**src/rtl/mem_port_arbiter.sv**
```systemverilog
// mem_port_arbiter
//   Shares the single RAM port (MFA/MFC handshake) between two requesters:
//   port 0 (CU fetch/load/store) and port 1 (preload/debug loader).
//   Ties are broken round-robin. r0_lock keeps port 1 out so port 0 can do
//   atomic back-to-back accesses. Each transfer runs MFA -> wait MFC -> ack
//   -> wait MFC release. A watchdog aborts transfers that never complete.
//
// Ports
//   Clk, Reset              clock, asynchronous active-low reset
//   rN_req/rd/size/addr/wdata  requester N transfer request and attributes
//   rN_ack/err/rdata        requester N completion pulse, abort flag, read data
//   r0_lock                 blocks new grants to port 1
//   MFA, MOP_SEL, m_size, m_addr, m_wdata   RAM start and latched attributes
//   MFC, m_rdata            RAM completion and read data
//   busy, grant             arbiter occupied, index of owning port
module mem_port_arbiter #(
  parameter int ADDR_W  = 8,
  parameter int TIMEOUT = 16
) (
  input  logic              Clk,
  input  logic              Reset,
  input  logic              r0_req,
  input  logic              r0_rd,
  input  logic [1:0]        r0_size,
  input  logic [ADDR_W-1:0] r0_addr,
  input  logic [31:0]       r0_wdata,
  output logic              r0_ack,
  output logic              r0_err,
  output logic [31:0]       r0_rdata,
  input  logic              r1_req,
  input  logic              r1_rd,
  input  logic [1:0]        r1_size,
  input  logic [ADDR_W-1:0] r1_addr,
  input  logic [31:0]       r1_wdata,
  output logic              r1_ack,
  output logic              r1_err,
  output logic [31:0]       r1_rdata,
  input  logic              r0_lock,
  output logic              MFA,
  output logic              MOP_SEL,
  output logic [1:0]        m_size,
  output logic [ADDR_W-1:0] m_addr,
  output logic [31:0]       m_wdata,
  input  logic              MFC,
  input  logic [31:0]       m_rdata,
  output logic              busy,
  output logic              grant
);

  typedef enum logic [1:0] {
    S_IDLE    = 2'd0,
    S_BUSY    = 2'd1,
    S_RELEASE = 2'd2
  } state_t;

  // Counter only needs to reach TIMEOUT-1; a disabled watchdog keeps a 1-bit stub.
  localparam int              CNT_W   = (TIMEOUT > 1) ? $clog2(TIMEOUT) : 1;
  localparam logic            WD_EN   = (TIMEOUT != 0);
  localparam logic [CNT_W-1:0] WD_LAST = CNT_W'(TIMEOUT - 1);

  state_t              r_state,      w_state_nxt;
  logic                r_last_grant, w_last_nxt;
  logic                r_grant,      w_grant_nxt;
  logic                r_mfa,        w_mfa_nxt;
  logic                r_mop_sel,    w_mop_sel_nxt;
  logic [1:0]          r_m_size,     w_m_size_nxt;
  logic [ADDR_W-1:0]   r_m_addr,     w_m_addr_nxt;
  logic [31:0]         r_m_wdata,    w_m_wdata_nxt;
  logic                r_ack0,       w_ack0_nxt;
  logic                r_ack1,       w_ack1_nxt;
  logic                r_err0,       w_err0_nxt;
  logic                r_err1,       w_err1_nxt;
  logic [31:0]         r_rdata0,     w_rdata0_nxt;
  logic [31:0]         r_rdata1,     w_rdata1_nxt;
  logic [CNT_W-1:0]    r_wd_cnt,     w_wd_cnt_nxt;

  logic                w_req1_ok;
  logic                w_req_any;
  logic                w_win;
  logic                w_win_rd;
  logic [1:0]          w_win_size;
  logic [ADDR_W-1:0]   w_win_addr;
  logic [31:0]         w_win_wdata;
  logic                w_wd_expire;

  // Arbitration: the lock masks port 1 entirely; a tie goes to the port that
  // did not own the previous transfer.
  assign w_req1_ok   = r1_req & ~r0_lock;
  assign w_req_any   = r0_req | w_req1_ok;
  assign w_win       = (r0_req & w_req1_ok) ? ~r_last_grant : w_req1_ok;
  assign w_win_rd    = w_win ? r1_rd    : r0_rd;
  assign w_win_size  = w_win ? r1_size  : r0_size;
  assign w_win_addr  = w_win ? r1_addr  : r0_addr;
  assign w_win_wdata = w_win ? r1_wdata : r0_wdata;

  assign w_wd_expire = WD_EN & (r_wd_cnt == WD_LAST);

  // Next-state and next-output logic for the transfer sequencer.
  always_comb begin
    w_state_nxt   = r_state;
    w_last_nxt    = r_last_grant;
    w_grant_nxt   = r_grant;
    w_mfa_nxt     = r_mfa;
    w_mop_sel_nxt = r_mop_sel;
    w_m_size_nxt  = r_m_size;
    w_m_addr_nxt  = r_m_addr;
    w_m_wdata_nxt = r_m_wdata;
    w_rdata0_nxt  = r_rdata0;
    w_rdata1_nxt  = r_rdata1;
    w_wd_cnt_nxt  = r_wd_cnt;
    w_ack0_nxt    = 1'b0;
    w_ack1_nxt    = 1'b0;
    w_err0_nxt    = 1'b0;
    w_err1_nxt    = 1'b0;

    case (r_state)
      S_IDLE: begin
        // MFC is deliberately not looked at here: a late MFC from an
        // abandoned cycle must not start or finish anything.
        if (w_req_any) begin
          w_grant_nxt   = w_win;
          w_mop_sel_nxt = w_win_rd;
          w_m_size_nxt  = w_win_size;
          w_m_addr_nxt  = w_win_addr;
          w_m_wdata_nxt = w_win_wdata;
          w_mfa_nxt     = 1'b1;
          w_wd_cnt_nxt  = '0;
          w_state_nxt   = S_BUSY;
        end else begin
          w_mfa_nxt     = 1'b0;
        end
      end

      S_BUSY: begin
        if (MFC) begin
          w_mfa_nxt   = 1'b0;
          w_last_nxt  = r_grant;
          w_state_nxt = S_RELEASE;
          if (r_grant) begin
            w_ack1_nxt = 1'b1;
            if (r_mop_sel) begin
              w_rdata1_nxt = m_rdata;
            end else begin
              w_rdata1_nxt = r_rdata1;
            end
          end else begin
            w_ack0_nxt = 1'b1;
            if (r_mop_sel) begin
              w_rdata0_nxt = m_rdata;
            end else begin
              w_rdata0_nxt = r_rdata0;
            end
          end
        end else if (w_wd_expire) begin
          // Abort: ack with err, read data is left as it was.
          w_mfa_nxt   = 1'b0;
          w_last_nxt  = r_grant;
          w_state_nxt = S_RELEASE;
          if (r_grant) begin
            w_ack1_nxt = 1'b1;
            w_err1_nxt = 1'b1;
          end else begin
            w_ack0_nxt = 1'b1;
            w_err0_nxt = 1'b1;
          end
        end else begin
          w_wd_cnt_nxt = r_wd_cnt + CNT_W'(1);
        end
      end

      S_RELEASE: begin
        // Hold off the next grant until the RAM has dropped MFC.
        if (!MFC) begin
          w_state_nxt = S_IDLE;
        end else begin
          w_state_nxt = S_RELEASE;
        end
      end

      default: begin
        w_state_nxt = S_IDLE;
        w_mfa_nxt   = 1'b0;
      end
    endcase
  end

  // State and output registers; reset abandons any RAM cycle in flight.
  always_ff @(posedge Clk or negedge Reset) begin
    if (!Reset) begin
      r_state      <= S_IDLE;
      r_last_grant <= 1'b1;
      r_grant      <= 1'b0;
      r_mfa        <= 1'b0;
      r_mop_sel    <= 1'b1;
      r_m_size     <= 2'd2;
      r_m_addr     <= '0;
      r_m_wdata    <= 32'h0000_0000;
      r_ack0       <= 1'b0;
      r_ack1       <= 1'b0;
      r_err0       <= 1'b0;
      r_err1       <= 1'b0;
      r_rdata0     <= 32'h0000_0000;
      r_rdata1     <= 32'h0000_0000;
      r_wd_cnt     <= '0;
    end else begin
      r_state      <= w_state_nxt;
      r_last_grant <= w_last_nxt;
      r_grant      <= w_grant_nxt;
      r_mfa        <= w_mfa_nxt;
      r_mop_sel    <= w_mop_sel_nxt;
      r_m_size     <= w_m_size_nxt;
      r_m_addr     <= w_m_addr_nxt;
      r_m_wdata    <= w_m_wdata_nxt;
      r_ack0       <= w_ack0_nxt;
      r_ack1       <= w_ack1_nxt;
      r_err0       <= w_err0_nxt;
      r_err1       <= w_err1_nxt;
      r_rdata0     <= w_rdata0_nxt;
      r_rdata1     <= w_rdata1_nxt;
      r_wd_cnt     <= w_wd_cnt_nxt;
    end
  end

  assign MFA      = r_mfa;
  assign MOP_SEL  = r_mop_sel;
  assign m_size   = r_m_size;
  assign m_addr   = r_m_addr;
  assign m_wdata  = r_m_wdata;
  assign r0_ack   = r_ack0;
  assign r1_ack   = r_ack1;
  assign r0_err   = r_err0;
  assign r1_err   = r_err1;
  assign r0_rdata = r_rdata0;
  assign r1_rdata = r_rdata1;
  assign grant    = r_grant;
  assign busy     = (r_state != S_IDLE);

endmodule

```
**config.mk**
```make
export PLATFORM = sky130hd
export DESIGN_NAME = mem_port_arbiter
export DESIGN_NICKNAME = d
export VERILOG_FILES = /design/src/rtl/mem_port_arbiter.sv
export SDC_FILE = /design/constraint.sdc
export NUM_CORES = 1
export LEC_CHECK = 0
export ABC_AREA = 1
export BUFFER_PORTS_ARGS = -buffer_cell sky130_fd_sc_hd__buf_2
export CORE_UTILIZATION = 43
export DETAILED_ROUTE_END_ITERATION = 8
export PLACE_DENSITY = 0.75
export SYNTH_ARGS = -nofsm -noshare
export SYNTH_HDL_FRONTEND = slang
export SYNTH_SLANG_ARGS = --single-unit
export TNS_END_PERCENT = 5
```
**constraint.sdc**
```tcl
create_clock -name Clk -period 1.3 [get_ports Clk]
set_input_delay 0.13 -clock Clk [delete_from_list [all_inputs] [get_ports Clk]]
set_output_delay 0.13 -clock Clk [all_outputs]
set_load 0.03 [all_outputs]
```
# After elaboration in Yosys (flattened, before gate mapping)
# Index checks and enable logic that the tools add are counted.
totals:
  ff_bits: 120
  inputBits: 124
  out_inout_bits: 114
  wordCells: 73
classes:
  add_sub_neg: 1
  n_eq_ne: 7
  muxes: 32
  bitwise_logic: 7
  n_reduce_logical: 11
op_table:
  columns: ["operator", "n"]
  rows:
  - ["2-to-1 mux 32 bit", 1]
  - ["2-to-1 mux 1 bit", 19]
  - ["2-to-1 mux 4 bit", 3]
  - ["AND reduction 4 bit", 3]
  - ["2-to-1 mux 2 bit", 5]
  - ["2-to-1 mux 8 bit", 1]
  - ["one-hot mux 4 bit (2 select lines)", 1]
  - ["AND reduction 2 bit", 4]
  - ["!= test 2 bit (second input constant)", 3]
  - ["one-hot mux 2 bit (3 select lines)", 1]
  - ["nonzero test 2 bit", 3]
  - ["adder 4 x 1 -> 4 bit (second input constant)", 1]
  - ["== test 4 bit (second input constant)", 1]
  - ["inverter 1 bit", 4]
  - ["!= test 3 bit (second input constant)", 1]
  - ["one-hot mux 1 bit (3 select lines)", 1]
  - ["bitwise AND 1 bit", 2]
  - ["== test 2 x 1 -> 1 bit (second input constant)", 1]
  - ["== test 2 bit (second input constant)", 1]
  - ["zero test 2 bit", 1]
  - ["bitwise OR 1 bit", 1]

# Depth between registers and ports, before layout
# Gate-level depths: netlist (run 1).
logic_depth:
  depth_word: 5
  mapped_depth: 8
  mapped_depth_nobuf: 7

# Worst setup path before layout (run 1)
# No wires, ideal clock.
synth_path:
  path_kind: "reg-to-reg"
  from: "reg r_grant, in the netlist grant"
  to: "reg r_rdata0[25], in the netlist r0_rdata[25]"
  setup_ns: 0.119
  arrival_ns: 1.233
  path_slack_ns: -0.051
  stages_incl_launch_ff: 6
  n_path_buf: 1
  cell_sequence: "dfrtp_1 inv_1 nand4_4 buf_4 nand2_1 o21ai_2"
synth_between:
  elab_chain_cells: 2
synth_lines:
  columns: ["element", "line", "source"]
  rows:
  - ["from (decl)", "63", "logic r_grant, w_grant_nxt;"]
  - ["from (signal assigned)", "208", "r_grant <= w_grant_nxt;"]
  - ["inverter 1 bit (no line)", null, null]
  - ["AND reduction 4 bit (no line)", null, null]
  - ["to (signal assigned)", "218", "r_rdata0 <= w_rdata0_nxt;"]
  - ["to (decl)", "73", "logic [31:0] r_rdata0, w_rdata0_nxt;"]
# Every way passes these cells.
# A chain may end at the register's enable or synchronous reset.

# Worst setup path in the final report (run 1)
layout_path:
  from: "reg r_state[1]"
  to: "out busy"
layout_between:
  elab_chain_cells: 1
layout_lines:
  columns: ["element", "line", "source"]
  rows:
  - ["from (decl)", "61", "state_t r_state, w_state_nxt;"]
  - ["from (signal assigned)", "206", "r_state <= w_state_nxt;"]
  - ["nonzero test 2 bit", "236", "assign busy = (r_state != S_IDLE);"]
  - ["to (decl)", "46", "output logic busy,"]
# Every way passes these cells.

==> flow_summary.ini, run 1 <==
[routing]
ant_nets = 0
drt_iter0_markers = 331
wl_per_cell_um = 13.4
drc = 0
vias_per_cell = 4.64
firstDrtPassIters = 4
vias = 4988
postRouteWirelength_um = 14400

[status]
violations = setup timing
status = finished, violations left

[global_routing]
grt_max_degree = 66
antenna_found_initial = 0
grt_usage_pct = 23.2
grt_overflow = 0
first_global_vias = 4730
grt_pass1_wl_um = 22800

[layout]
syn_to_final_growth_pct = 50.1
antenna_cells = 0
drive_gt1_share_pct = 38.3
design_area_um2 = 7970
n_fill_cell = 960
post-route-util_pct = 66.4
final_nets = 1039

[sta]
finalClockSkew_ns = 0.00977
hold_viol_final = 0
max_freq_ghz = 0.747
period_share_pct = 103
fin_ws_ns = -0.0382
relSlewSlack_pct = 75.9
min_period_ns = 1.34
finalSetupViolations = 20
slew_violations = 0
rsz0062_at_grt = true
worst_pin_slew_ns = 0.362

[clock_network]
cts_made_buffers = 17
root_buffer = clkbuf_16
clk_path_buf_depth = 2
cts_tree = built
clock_latency_ns = 0.41
cts.sinks = 120
htreeDepth = 4
clk_pin_slew_ns = 0.06

[die]
rows = 40
start_util_pct = 44.2
die-height_um = 113
core-area_um2 = 12000
dieArea_um2 = 12800
die_w_um = 113
io_pins = 238

[yosys]
yosysSeqAreaShare_pct = 56.6
synth_commonest_cells = nand2_1, dfrtp_1, inv_1
yosys_warnings = 0
synthMostInstantiatedCell = nand2_1
synth.cell_area_um2 = 5310
synth_area_leaders = dfrtp_1, nand2_1, inv_1
async_reset_ff_share_pct = 100
syn_area_per_cell_um2 = 8.46
syn-instance-count = 628
synth-edff-count = 0
synth_top_area_share_pct = 55.1
syn_nets = 753
ys.flop_type = dfrtp_1
post_synth_num_cell_types = 21
synth-seq-cells = 120
synth.largest_area_cell = dfrtp_1

[placement]
io_buffer_count = 237
place_congestion = 0.766
hpwl_um = 9510
dpl_cell_area_um2 = 6810
place_ws_ns = -0.0706

[worst_setup_path]
rr_startpoint = MOP_SEL
rrSetupSlack_ns = -0.04
start_kind = register
cp_max_fo = 3
worst_setup_path_end_kind = output port
required_ns = 1.17
rr_worst_depth = 5
rr_endpoint = r1_rdata[27]
cp.arrival_ns = 1.21
critical_path_class = reg -> out

[power_and_ir_drop]
power_density_nw_per_um2 = 2470
vdd_drop_max_uv = 1160
fin_total_pwr_w = 0.0197
p_leak_nw = 4.63

[run]
max_cap_violations = 0

[worst_hold_path]
holdPathStages = 5
hp-class = in -> reg
min_to = m_wdata[4]
hp-start = r0_wdata[4]
## repair_timing
action	4_1_cts	5_1_grt
hold buffers	29	0
resized for setup	22	40
setup endpoints to repair	42	115
hold endpoints to repair	169	0
buffers inserted	2	1
gates cloned	0	3
pin swaps	3	9
## critical path, cell delays in order (launching register included)
cell,delay [ns]
dfrtp_1,0.42
nor2_2,0.12
buf_4,0.12
inv_2,0.03
buf_6,0.12
## state kept, by name, summed over array words and instances, names as in the netlist
signal,flops
r0_err,1
r_last_grant,1
m_addr,8
MOP_SEL,1
grant,1
r_wd_cnt,4
r1_err,1
r0_ack,1
r_state,2
MFA,1
r1_rdata,32
m_wdata,32
r0_rdata,32
m_size,2
r1_ack,1
## worst max path at each step
stage	startpoint	to	slack, ns	depth (start not counted)
after global placement	r_last_grant	MOP_SEL	-0.07	6
after global routing	r_last_grant	m_wdata[18]	-0.1	8
after floorplan	MOP_SEL	r0_rdata[25]	-0.008	4
after detailed placement	r_last_grant	MOP_SEL	-0.07	7
after CTS	r_state[1]	busy	-0.07	4
final	r_state[1]	busy	-0.04	4
## report_power, final
part / switching (W) / internal [W]
registers: 0.000829 / 0.00527
logic: 0.00576 / 0.00269
clock network: 0.00164 / 0.00350
total: 0.00823 / 0.0115
## cell families after synthesis
family / share of synthesized area [%]
DFF: 56.6
xor gates and xnor gates: 0.165
AOI/OAI and AO/OA: 11.9
buffers and inverters: 10.0
and+or+nand+nor: 21.0
adders and majority gates: 0.236
## metrics by stage
step | hold WS [ns] | instances | setup TNS [ns]
global placement | 0.167 | 1007 | -0.257
global route | 0.0206 | 1074 | -5.74
finish | 0.00708 | 1074 | -0.245
floorplan | -0.166 | 628 | -0.117
detailed placement | 0.167 | 1007 | -0.603
CTS | 0.000105 | 1070 | -0.382
## cell type report
class                      count  area (µm²)  share of cell area [%]
sequential                   120        3010                    37.7
clock buffer                  20         457                    5.73
inverter                      85         322                    4.03
timing repair buffer         297        1950                    24.5
tap                          147         184                    2.31
clock inverter                12         198                    2.48
multi-input combinational    393        1850                    23.2
## per-layer routing
metal / global-route usage (%) / vias up / part of all wire [%]
met1: 27.7 / 2252 / 42
met4: 11.2 / 0 / 2.3
met5: 0 / - / 0
li1: - / 2506 / -
met3: 7.61 / 30 / 7.6
met2: 37.9 / 200 / 48
## placed cells by master (no fill, tap or decap), types with 2 or more instances in the layout
cell type / instances
nand2_1: 247
buf_2: 234
dfrtp_1: 116
inv_1: 82
o21ai_1: 61
o21ai_2: 31
dlygate4sd3_1: 29
clkbuf_16: 20
o21ai_0: 18
buf_4: 14
buf_12: 13
nand2_2: 12
nand3_1: 7
nor2_1: 6
bufinv_16: 5
dfstp_2: 3
clkinv_2: 3
buf_6: 3
inv_2: 2
nor3_1: 2
nand4_4: 2
clkinvlp_4: 2
clkbuf_8: 2
clkinv_4: 2
Power figures use the tool's default switching activity.
==> inputs of run 2 (changes only) <==
--- a/config.mk
+++ b/config.mk
@@ -10,6 +10,7 @@
 export CORE_UTILIZATION = 43
 export DETAILED_ROUTE_END_ITERATION = 8
 export PLACE_DENSITY = 0.75
+export SKIP_CTS_REPAIR_TIMING = 1
 export SYNTH_ARGS = -nofsm -noshare
 export SYNTH_HDL_FRONTEND = slang
 export SYNTH_SLANG_ARGS = --single-unit
==> flow_summary.ini, run 2 (synthesis results as in run 1) <==
[sta]
fin_ws_ns = -0.0882
finalSetupViolations = 85
period_share_pct = 107
slew_violations = 0
finalClockSkew_ns = 0.00773
hold_viol_final = 11
whs_ns = -0.0173
min_period_ns = 1.39
relSlewSlack_pct = 76.1
rsz0062_at_grt = true
max_freq_ghz = 0.720
worst_pin_slew_ns = 0.359

[routing]
drt_iter0_markers = 334
vias = 4964
ant_nets = 0
firstDrtPassIters = 4
wl_per_cell_um = 13.6
vias_per_cell = 4.64
postRouteWirelength_um = 14500
drc = 0

[power_and_ir_drop]
power_density_nw_per_um2 = 2470
fin_total_pwr_w = 0.0197
vdd_drop_max_uv = 1160
p_leak_nw = 4.65
switching_share_pct = 41.8
combPwrFrac_pct = 42.9
power_frac_clock_pct = 26.1
internal-power_w = 0.0115
power.share.sequential_pct = 31.0
net-switching-power_w = 0.00823

[die]
rows = 40
start_util_pct = 44.2
io_pins = 238
die-height_um = 113
die_w_um = 113
core-area_um2 = 12000
dieArea_um2 = 12800

[global_routing]
grt_max_degree = 66
grt_pass1_wl_um = 21500
first_global_vias = 4454
antenna_found_initial = 0
grt_overflow = 0
grt_usage_pct = 21.8

[run]
max_cap_violations = 0

[layout]
final_cell_mix = nand2_1, buf_2, dfrtp_1
n_fill_cell = 965
mostFrequentLayoutCell = nand2_1
multi_input_area_um2 = 1880
final_nets = 1034
seqCellArea_um2 = 3010
drive_gt1_share_pct = 39.0
syn_to_final_growth_pct = 50.3
antenna_cells = 0

[placement]
place_congestion = 0.766
hpwl_um = 9510
io_buffer_count = 237
place_ws_ns = -0.0706

[worst_setup_path]
critical_path_class = reg -> reg
required_ns = 1.65
crit_path_frequent_cell = nand2_1
crit_chain = nand2_2 -> nand3_4 -> clkbuf_16 -> clkbuf_16 -> nand2_1 -> o21ai_1 -> nand2_1 -> nand2_1
cp.arrival_ns = 1.74
worst_setup_path_end_kind = register
start_kind = register
slowest_delay_ns = 0.53
cp_max_fo = 5
cp_slowest_cell = dfstp_2

[clock_network]
cts_made_buffers = 17
htreeDepth = 4
cts.sinks = 120
clk_path_buf_depth = 2
clk_pin_slew_ns = 0.06
cts_tree = built
root_buffer = clkbuf_16
clock_latency_ns = 0.41

[worst_hold_path]
hp-class = in -> reg

[status]
violations = hold timing, setup timing
status = finished, violations left
[run 2: metal layers]
layer	routed length, µm	global-route usage, %	up-vias
met2	6980	34.7	213
met1	6050	27.2	2227
met3	1160	7.23	30
met4	334	9.65	0
met5	0	0	-
li1	-	-	2494
[run 2: power by group through the flow]
stage	logic (W)	clock network [W]	registers (W)
after global placement	0.00795	0	0.00610
after CTS	0.00810	0.00523	0.00610
final	0.00845	0.00513	0.00611
after floorplan	0.00247	0	0.00899
after detailed placement	0.00809	0	0.00611
after global routing	0.00910	0.00542	0.00627
[run 2: final cells by class]
type | count | share of cell area (%)
Clock buffer | 20 | 5.72
Clock inverter | 12 | 2.48
Inverter | 85 | 4.00
Multi-Input combinational cell | 393 | 23.6
Sequential cell | 120 | 37.7
Tap cell | 147 | 2.31
Timing Repair Buffer | 292 | 24.2
[run 2: critical path: cells and delay by family (launching register included)]
| family | cells | cell delay, ns |
|---|---|---|
| compound gates | 1 | 0.08 |
| buf+inv | 2 | 0.32 |
| flops | 1 | 0.53 |
| simple gates | 5 | 0.39 |
[run 2: final timing paths]
kind,start,end,slack (ns),cells after the start
min reg2reg,m_size[1],m_size[1],0.47,2
min,m_rdata[29],r1_rdata[29],-0.02,3
max reg2reg,r_last_grant,m_wdata[10],-0.09,8
max in group asynchronous,Reset,r_last_grant,0.66,3
max,r_last_grant,m_wdata[10],-0.09,8
min in group asynchronous,Reset,r0_rdata[27],0.29,3
[run 2: stage by stage]
| stage | util [%] | instances | setup TNS, ns | hold WS, ns | instance area, µm² |
|---|---|---|---|---|---|
| after floorplan | - | 628 | -0.117 | -0.166 | 5310 |
| after global placement | 56.7 | 1007 | -0.257 | 0.167 | 6810 |
| after detailed placement | 56.7 | 1007 | -0.603 | 0.167 | 6810 |
| after CTS | 62.2 | 1039 | -1.43 | -0.272 | 7470 |
| after global routing | 66.4 | 1069 | -9.16 | 0.00354 | 7980 |
| final | 66.4 | 1069 | -1.95 | -0.0173 | 7980 |
==> inputs of run 3 (changes only) <==
==> constraint.sdc (replaced) <==
create_clock -name Clk -period 1.2 [get_ports Clk]
set_input_delay 0.12 -clock Clk [delete_from_list [all_inputs] [get_ports Clk]]
set_output_delay 0.12 -clock Clk [all_outputs]
set_load 0.03 [all_outputs]
==> flow_summary.ini, run 3 (synthesis results as in run 1) <==
[worst_setup_path]
start_kind = register
cp.arrival_ns = 1.67
cp_slowest_cell = dfstp_2
crit_path_frequent_cell = nand2_1
cp_max_fo = 7
crit_chain = nand2_2 -> nand3_4 -> buf_12 -> clkbuf_16 -> nand2_1 -> o21ai_0 -> nand2_1 -> nand2_1
critical_path_class = reg -> reg
required_ns = 1.54
worst_setup_path_end_kind = register
slowest_delay_ns = 0.53
cp_num_buf_inv = 2
cpLargestDelayFamily = flip-flops

[clock_network]
htreeDepth = 4
cts.sinks = 120
cts_tree = built
root_buffer = clkbuf_16
clk_pin_slew_ns = 0.06
cts_made_buffers = 17
clk_path_buf_depth = 2
clock_latency_ns = 0.40

[status]
status = finished, violations left
violations = hold timing, setup timing

[placement]
io_buffer_count = 237
place_congestion = 0.748
hpwl_um = 9440
place_ws_ns = -0.150

[routing]
routed-wl-met2_um = 6570
wirelength_met1_um = 5590
vias = 4886
highest_layer = met4
vias_per_cell = 4.63
drt_iter0_markers = 293
postRouteWirelength_um = 13500
drc = 0
ant_nets = 0
firstDrtPassIters = 4
dr_wl_met3_um = 1170
wl_per_cell_um = 12.8

[sta]
rsz0062_at_grt = true
hold_viol_final = 10
whs_ns = -0.0120
fin_ws_ns = -0.128
slew_violations = 0
min_period_ns = 1.33
relSlewSlack_pct = 80.0
period_share_pct = 111
max_freq_ghz = 0.753
finalClockSkew_ns = 0.00727
finalSetupViolations = 114
worst_pin_slew_ns = 0.301

[global_routing]
grt_usage_pct = 21.2
grt_overflow = 0
grt_pass1_wl_um = 21300
antenna_found_initial = 0
grt_max_degree = 51
first_global_vias = 4537

[die]
io_pins = 238
start_util_pct = 44.2
dieArea_um2 = 12800
die-height_um = 113
die_w_um = 113
core-area_um2 = 12000
rows = 40

[power_and_ir_drop]
power_density_nw_per_um2 = 2710
p_leak_nw = 4.53
vdd_drop_max_uv = 1280
fin_total_pwr_w = 0.0210

[layout]
drive_gt1_share_pct = 38.7
mostFrequentLayoutCell = nand2_1
n_fill_cell = 1035
syn_to_final_growth_pct = 45.9
final_nets = 1021
post-route-util_pct = 64.5
final_cell_mix = nand2_1, buf_2, dfrtp_1
antenna_cells = 0

[worst_hold_path]
hp-class = in -> reg

[run]
max_cap_violations = 0
[run 3: cell types whose count changed in the layout (fill, tap and decap cells not counted), sizes merged]
cell         before  now
dlygate4sd3      19   13
clkbuf           26   21
buf             267  264
inv              85   88
bufinv            5    4
clkinv            5    4
[run 3: worst register-to-register path, stage by stage, from the launching register on]
cell       delay, ns
dfstp_2         0.53
nand2_2         0.07
nand3_4         0.13
buf_12          0.13
clkbuf_16       0.14
nand2_1         0.05
o21ai_0         0.07
nand2_1         0.08
nand2_1         0.07
[run 3: area by class of cell]
class,count,area [µm²],area share (%)
clock buffer,19,453,5.85
clock inverter,13,193,2.49
inverter,85,319,4.12
multi-input combinational,393,1850,23.8
sequential,120,3010,38.8
tap,147,184,2.37
timing repair buffer,279,1740,22.5
[run 3: worst paths after layout]
check	end	slack [ns]	startpoint	cells after the start
max in group asynchronous	MOP_SEL	0.53	Reset	3
worst max-delay path	m_wdata[26]	-0.13	r_last_grant	8
worst min-delay path	r1_rdata[7]	-0.01	m_rdata[7]	3
min in group asynchronous	r1_rdata[18]	0.10	Reset	2
worst max register to register	m_wdata[26]	-0.13	r_last_grant	8
worst min register to register	r1_rdata[13]	0.47	r1_rdata[13]	2
[run 3: layer usage]
| layer | global-route usage [%] | up-vias |
|---|---|---|
| met5 | 0 | - |
| met4 | 7.28 | 0 |
| met3 | 7.02 | 14 |
| met2 | 36.3 | 194 |
| met1 | 25.0 | 2204 |
| li1 | - | 2474 |
[run 3: where the power goes]
group          internal (W)  switching, W
clock               0.00361       0.00185
sequential          0.00572      0.000916
combinational       0.00282       0.00611
total                0.0122       0.00887
[run 3: per-stage QoR]
step | setup TNS (ns) | std cells | cell area, µm²
after detailed placement | -6.24 | 1006 | 6750
after global placement | -6.88 | 1006 | 6750
final | -5.09 | 1056 | 7750
after CTS | -7.85 | 1038 | 7400
after global routing | -14.79 | 1056 | 7750
after floorplan | -6.65 | 628 | 5340
